--- src/rtl/zircon_led_pkg.sv ---
// zircon_led_pkg: shared state encoding and default sizing for the LED shift-register driver.
package zircon_led_pkg;
    typedef enum logic [1:0] {IDLE, SETUP, HIGH, LATCH} state_t;
    localparam int DEF_DATA_W  = 8;
    localparam int DEF_CLK_DIV = 4;
    localparam int DEF_PWM_W   = 8;
endpackage

--- src/rtl/zircon_led_pwm.sv ---
// zircon_led_pwm: free-running PWM counter and compare giving the LED output-enable window.
module zircon_led_pwm #(
    parameter int PWM_W = 8
) (
    input  logic             clk,
    input  logic             rst,
    input  logic [PWM_W-1:0] brightness,
    output logic             on
);
    logic [PWM_W-1:0] cnt_q, cnt_d;
    always_comb cnt_d = cnt_q + PWM_W'(1);
    assign on = cnt_q < brightness;
    always_ff @(posedge clk or posedge rst) begin
        if (rst) cnt_q <= '0;
        else     cnt_q <= cnt_d;
    end
endmodule

--- src/rtl/zircon_led_shifter.sv ---
// zircon_led_shifter: serialises the LED word MSB-first into a 74HC595 chain and drives its latch/OE.
// Define ZIRCON_LED_PWM_EN to dim the chain through ser_oe_n using the brightness input.
module zircon_led_shifter
    import zircon_led_pkg::*;
#(
    parameter int DATA_W  = DEF_DATA_W,
    parameter int CLK_DIV = DEF_CLK_DIV,
    parameter int PWM_W   = DEF_PWM_W
) (
    input  logic              csi_clk,
    input  logic              rsi_reset,
    input  logic [DATA_W-1:0] led_data,
    input  logic [PWM_W-1:0]  brightness,
    output logic              ser_data,
    output logic              ser_clk,
    output logic              ser_latch,
    output logic              ser_oe_n,
    output logic              busy,
    output logic              frame_done
);
    localparam int DIV_W = CLK_DIV > 1 ? $clog2(CLK_DIV) : 1;
    localparam int CNT_W = DATA_W > 1 ? $clog2(DATA_W) : 1;

    state_t            state_q, state_d;
    logic [DIV_W-1:0]  div_q, div_d;
    logic [CNT_W-1:0]  bit_cnt_q, bit_cnt_d;
    logic [DATA_W-1:0] shift_q, shift_d, shadow_q, shadow_d;
    logic              sent_once_q, sent_once_d;
    logic              ser_data_q, ser_data_d, ser_clk_q, ser_clk_d;
    logic              ser_latch_q, ser_latch_d, oe_n_q, oe_n_d, frame_done_q, frame_done_d;
    logic              tick, pending, oe_on;

    assign tick    = div_q == DIV_W'(CLK_DIV - 1);
    assign pending = (led_data != shadow_q) || !sent_once_q;

`ifdef ZIRCON_LED_PWM_EN
    zircon_led_pwm #(.PWM_W(PWM_W)) u_pwm (
        .clk        (csi_clk),
        .rst        (rsi_reset),
        .brightness (brightness),
        .on         (oe_on)
    );
`else
    logic unused_brightness;
    assign unused_brightness = ^brightness;
    assign oe_on = 1'b1;
`endif

    always_comb begin
        state_d      = state_q;
        div_d        = div_q + DIV_W'(1);
        bit_cnt_d    = bit_cnt_q;
        shift_d      = shift_q;
        shadow_d     = shadow_q;
        sent_once_d  = sent_once_q;
        ser_data_d   = ser_data_q;
        ser_clk_d    = ser_clk_q;
        ser_latch_d  = ser_latch_q;
        frame_done_d = 1'b0;
        // Enable is held off until the chain has been loaded at least once.
        oe_n_d       = !(sent_once_q && oe_on);
        unique case (state_q)
            IDLE: begin
                div_d = '0;
                if (pending) begin
                    shift_d    = led_data;
                    shadow_d   = led_data;
                    ser_data_d = led_data[DATA_W-1];
                    bit_cnt_d  = '0;
                    state_d    = SETUP;
                end
            end
            SETUP: if (tick) begin
                div_d     = '0;
                ser_clk_d = 1'b1;
                state_d   = HIGH;
            end
            HIGH: if (tick) begin
                div_d     = '0;
                ser_clk_d = 1'b0;
                if (bit_cnt_q == CNT_W'(DATA_W - 1)) begin
                    ser_latch_d = 1'b1;
                    state_d     = LATCH;
                end else begin
                    shift_d    = shift_q << 1;
                    ser_data_d = shift_q[DATA_W-2];
                    bit_cnt_d  = bit_cnt_q + CNT_W'(1);
                    state_d    = SETUP;
                end
            end
            LATCH: if (tick) begin
                div_d        = '0;
                ser_latch_d  = 1'b0;
                sent_once_d  = 1'b1;
                frame_done_d = 1'b1;
                state_d      = IDLE;
            end
            default: state_d = IDLE;
        endcase
    end

    always_ff @(posedge csi_clk or posedge rsi_reset) begin
        if (rsi_reset) begin
            state_q      <= IDLE;
            div_q        <= '0;
            bit_cnt_q    <= '0;
            shift_q      <= '0;
            shadow_q     <= '0;
            sent_once_q  <= 1'b0;
            ser_data_q   <= 1'b0;
            ser_clk_q    <= 1'b0;
            ser_latch_q  <= 1'b0;
            oe_n_q       <= 1'b1;
            frame_done_q <= 1'b0;
        end else begin
            state_q      <= state_d;
            div_q        <= div_d;
            bit_cnt_q    <= bit_cnt_d;
            shift_q      <= shift_d;
            shadow_q     <= shadow_d;
            sent_once_q  <= sent_once_d;
            ser_data_q   <= ser_data_d;
            ser_clk_q    <= ser_clk_d;
            ser_latch_q  <= ser_latch_d;
            oe_n_q       <= oe_n_d;
            frame_done_q <= frame_done_d;
        end
    end

    assign ser_data   = ser_data_q;
    assign ser_clk    = ser_clk_q;
    assign ser_latch  = ser_latch_q;
    assign ser_oe_n   = oe_n_q;
    assign busy       = state_q != IDLE;
    assign frame_done = frame_done_q;
endmodule

--- config.mk ---
export PLATFORM = sky130hd
export DESIGN_NAME = zircon_led_shifter
export DESIGN_NICKNAME = d
export VERILOG_FILES = /design/src/rtl/zircon_led_pkg.sv /design/src/rtl/zircon_led_pwm.sv /design/src/rtl/zircon_led_shifter.sv
export SDC_FILE = /design/constraint.sdc
export NUM_CORES = 1
export LEC_CHECK = 0
export ABC_CLOCK_PERIOD_IN_PS = 5800
export CAP_MARGIN = 20
export CORE_ASPECT_RATIO = 0.7
export CORE_UTILIZATION = 52
export DETAILED_ROUTE_END_ITERATION = 16
export PLACE_DENSITY = 0.85
export SLEW_MARGIN = 10
export SYNTH_ARGS = -nofsm -noshare
export SYNTH_HDL_FRONTEND = slang
export SYNTH_SLANG_ARGS = --single-unit
--- constraint.sdc ---
create_clock -name csi_clk -period 5.8 [get_ports csi_clk]
set_clock_uncertainty 0.1 [all_clocks]
set_input_delay 0.58 -clock csi_clk [delete_from_list [all_inputs] [get_ports csi_clk]]
set_output_delay 0.58 -clock csi_clk [all_outputs]
set_load 0.05 [all_outputs]
# After elaboration in Yosys (flattened, before gate mapping)
# Cells that the tools add are included.
# totals
output_inout_bits,6
inputBits,18
ff_bits,28
wordCells,67
# classes
n_mux,28
addsub,2
n_reduce_logical,14
eq_ne,12
# op_table
cell,n
2-to-1 mux 7 bit,3
case mux 7 bit (2 select lines),1
2-to-1 mux 2 bit,6
!= test 2 bit (second input constant),6
AND reduction 4 bit,3
2-to-1 mux 1 bit,9
2-to-1 mux 3 bit,3
!= test 8 bit,1
case mux 2 bit (4 select lines),1
nonzero test 2 bit,4
equality test 2 bit (second input constant),3
case mux 1 bit (2 select lines),3
case mux 3 bit (2 select lines),1
case mux 2 bit (2 select lines),1
AND reduction 2 bit,2
adder 3 x 1 -> 3 bit (second input constant),1
equality test 3 bit (second input constant),1
AND reduction 3 bit,1
OR reduction 3 bit,1
adder 2 x 1 -> 2 bit (second input constant),1
equality test 2 x 1 -> 1 bit (second input constant),1
zero test 2 bit,1
zero test 1 bit,1
logical OR 1 bit,1

# Logic depth before layout (Yosys ltp)
# depth
ltp_word,4
mapped_depth,7
mapped_depth_nobuf,6

# Worst setup path after synthesis
# No wires, ideal clock.
# synth_timing
path_type,flip-flop to flip-flop
from,register bit_cnt_q[0]
to,"register ser_data_q, in the netlist ser_data"
path_slack_ns,3.660
setup_time_ns,0.128
stages_incl_launch_ff,7
arrival_ns,1.913
path_buffers,1
synth_period_minus_slack_ns,2.140
required_time_ns,5.572
path_cell_list,dfrtp_1 > ha_1 > ha_1 > nor4_4 > buf_6 > mux2_1 > mux2_1
# synth_via
elab_chain_len,3
# synth_rtl
element,line,rtl
"start, declared",zircon_led_shifter.sv:26,"logic [CNT_W-1:0] bit_cnt_q, bit_cnt_d;"
"start signal, assigned",zircon_led_shifter.sv:118,bit_cnt_q <= bit_cnt_d;
equality test 3 bit,zircon_led_shifter.sv:81,if (bit_cnt_q == CNT_W'(DATA_W - 1)) begin
!= test 2 bit (no line),n/a,
AND reduction 4 bit (no line),n/a,
"end signal, assigned",zircon_led_shifter.sv:122,ser_data_q <= ser_data_d;
"end, declared",zircon_led_shifter.sv:29,"logic ser_data_q, ser_data_d, ser_clk_q, ser_clk_d;"
# No other way between the ends.
# A chain may end at the register's enable or synchronous reset.

# Worst setup path in the final report
# layout_timing
from,input port led_data[0]
to,register shift_q[5]
# layout_via
elab_chain_len,4
# layout_rtl
element,line,rtl
"start, declared",zircon_led_shifter.sv:12,"input logic [DATA_W-1:0] led_data,"
!= test 8 bit,zircon_led_shifter.sv:34,assign pending = (led_data != shadow_q) || !sent_once_q;
logical OR 1 bit,zircon_led_shifter.sv:34,
!= test 2 bit (no line),n/a,
AND reduction 4 bit (no line),n/a,
"end signal, assigned",zircon_led_shifter.sv:119,shift_q <= shift_d;
"end, declared",zircon_led_shifter.sv:27,"logic [DATA_W-1:0] shift_q, shift_d, shadow_q, shadow_d;"
# No other way between the ends.

==> out/qor.csv <==
stage;metric;value;unit
logic_synthesis;Cell variety after synth;34;
grt;Tot GR Track Use;17.4;%
floorplanning;Die Ht;44.8;um
logic_synthesis;Mean Syn Cell Area;13.0;um^2
cts;H-tree levels;1;
grt;antenna violations before repair;0;
placed_design;dpl hpwl;1550;um
final_layout;# diodes;0;
logic_synthesis;number of flops mapped to enable cells by yosys;0;
logic_synthesis;Synth area leaders;dfrtp_1 50%, mux2_1 16%, xnor2_1 5.1%;
power;Seq pwr share;53.8;%
critical_path;Critical Path Sink Type;flop;
cts;clock buffer count from CTS;3;
final_layout;layout cells sized above 1;13.3;%
floorplanning;chip width;63.2;um
timing;Max Fclk;0.370;GHz
cts;post-CTS resize count;0;
power;Leak Pwr;0.735;nW
critical_path;Crit path max-delay family;compound AO/OA/AOI/OAI gates;
final_layout;Finished Core Util;64.7;%
logic_synthesis;asr flop ratio synth;100;%
placed_design;Port Buffers;15;
critical_path;cell-by-cell listing of the critical path;clkdlybuf4s50_1 -> xnor2_1 -> nand3_1 -> o31ai_2 -> mux2_2;
routing;Final ANT Viol Nets;0;
placed_design;Placement Setup Slack;2.84;ns
power;Logic pwr share;4.5;%
routing;TritonRoute pass-1 iters;4;
cts;clk slew on worst S/H paths;0.09;ns
routing;initial drt markers;36;
timing;normalized max-slew margin;30.6;%
job;max_cap viols;0;
logic_synthesis;Synth area leader;dfrtp_1;
floorplanning;initial core utilization;55.1;%
critical_path;largest fanout on the critical path;11;
timing;Setup WS post-layout;3.09;ns
timing;final hold vios;0;
critical_path;WP data arrival;2.77;ns
critical_path;CP max-delay cell;o31ai_2;
cts;Post-CTS Hold Buffers;0;
floorplanning;Die ar.;2830;um^2
routing;WL per Instance;14.3;um
power;P_sw;0.0000665;W
critical_path;crit path buf inv count;1;
logic_synthesis;share of the synthesized area in the top cell type;49.5;%
grt;largest net degree at the start of global routing;29;
routing;DRC;0;
routing;Detailed Route WL;2200;um
routing;vias per inst;5.37;
final_layout;nets@finish;142;
cts;Worst-Skew Late Latency;0.27;ns
critical_path;Critical Path Source Type;input pin;
run_status;status;completed;
timing;Worst Tran Pin Value;1.03;ns
grt;Overflow after GRT;0;
cts;clk sinks;28;
floorplanning;row count;15;
power;pwr/cell area;226;nW/um^2
cts;clock root cell;clkbuf_8;
final_layout;number of fill cells;190;
cts;CTS tree;done;
timing;Final Max Tran Viols;0;
placed_design;dpl cell area;1520;um^2
timing;final setup fails;0;
routing;via count;827;
grt;vias in the first global route;806;
placed_design;GP Congestion;0.744;
cts;Post-CTS Setup Bufs;0;
critical_path;CP Class;in2reg;
hold_path;worst min path class;reg2reg;
power;clock network power share;41.7;%
power;sw frac;18.4;%
logic_synthesis;Syn Nets;126;
timing;minimum clock period;2.71;ns
logic_synthesis;sequential area share after synthesis;51.5;%
power;Max rail drop VDD;0.151;mV
power;Internal;0.000296;W
cts;Longest Clk Path Bufs;2;
logic_synthesis;mapped cell area;1360;um^2
critical_path;Worst EP required;5.87;ns
timing;setup_tns;0;ns
floorplanning;core area;2480;um^2
critical_path;CP max stage delay;0.89;ns
logic_synthesis;yosys warns;0;
floorplanning;I/O pin count;24;
final_layout;synth-to-layout area growth;17.5;%
timing;RSZ-0062 raised after global routing;false;
critical_path;reg-to-reg slack, setup;3.32;ns
final_layout;Final Instance Area;1600;um^2
logic_synthesis;top_reg_cell synth;dfrtp_1;
timing;period utilisation layout;46.7;%
grt;first-pass GRT wire length;3640;um
logic_synthesis;Post-Syn Instances;105;
logic_synthesis;Seq cells post-synth;28;
power by group through the flow:
stage | logic, W | clock network [W] | registers [W]
after floorplan | 0.00000597 | 0 | 0.000199
after global placement | 0.0000150 | 0 | 0.000199
after detailed placement | 0.0000153 | 0 | 0.000199
after CTS | 0.0000153 | 0.000155 | 0.000195
after global routing | 0.0000178 | 0.000163 | 0.000195
final | 0.0000163 | 0.000151 | 0.000195
flip-flops by register name (all words and copies together) (netlist names):
name and cells:
shadow_q 8, ser_oe_n 1, ser_data 1, shift_q 7
sent_once_q 1, frame_done 1, bit_cnt_q 3, div_q 2
ser_latch 1, state_q 2, ser_clk 1
final timing paths:
check                              from           to  cells after the start
setup / recovery            led_data[0]   shift_q[5]                      5
hold / removal              sent_once_q     ser_oe_n                      1
setup reg to reg           bit_cnt_q[0]   shift_q[1]                      5
hold reg to reg             sent_once_q     ser_oe_n                      1
max in group asynchronous     rsi_reset     ser_oe_n                      3
min in group asynchronous     rsi_reset  shadow_q[3]                      2
cell usage after synthesis, drive strengths merged, types with 2 or more instances:
cell type and count:
a21oi 3, a22o 2, a31oi 2, buf 5
dfrtp 27, ha 3, inv 5, mux2 23
nand2 2, nor2 3, nor2b 4, nor3 2
o21ai 3, o31ai 2, xnor2 8
worst reg2reg max path: cells and delay by family, from the launching register on:
kind | cells | cell delay, ns
adder cells (fa/ha/maj) | 2 | 0.47
multiplexers | 2 | 0.68
AND/OR/NAND/NOR | 1 | 0.66
flip-flops | 1 | 0.45
cell type report:
class / instances / area, um^2 / area share, %
flip-flops and latches: 28 / 702 / 43.8
well taps: 34 / 42.5 / 2.65
inverters: 5 / 21.3 / 1.33
repair buffers: 16 / 165 / 10.3
clock inverters: 1 / 30.0 / 1.87
multi-input cells: 67 / 601 / 37.5
clock buffers: 3 / 41.3 / 2.58
metal layers:
metal | share of wire [%] | up-vias | track usage, %
met5 | 0 | - | 0
met4 | 0.77 | 0 | 4.09
met3 | 2.6 | 2 | 4.55
met2 | 47 | 10 | 31.4
met1 | 50 | 416 | 21.3
li1 | - | 399 | -
placed cells by master (no fill, tap or decap), drive strengths merged, types with 2 or more instances in the layout:
master and count:
clkdlybuf4s50 15, nand2 2, ha 3, mux2 23, dfrtp 27, nor2b 4
a31oi 2, o31ai 2, clkbuf 3, nor2 3, xnor2 8, inv 5
a21oi 3, nor3 2, a22o 2, o21ai 3
logic make-up after synthesis:
group,synth area share (%)
xor gates and xnor gates,5.14
AOI/OAI and AO/OA,7.06
DFF,51.5
adders and majority gates,2.75
buffers and inverters,4.50
and+or+nand+nor,9.36
muxes,19.7
metrics by stage:
stage                     hold slack (ns)  cells  total power [W]
final                               0.321    154         0.000362
after global routing                0.365    154         0.000376
after CTS                           0.319    153         0.000365
after detailed placement            0.305    149         0.000214
after global placement              0.292    149         0.000214
after floorplan                     0.274    105         0.000205
Note: power is estimated with default switching activity, not from simulation.
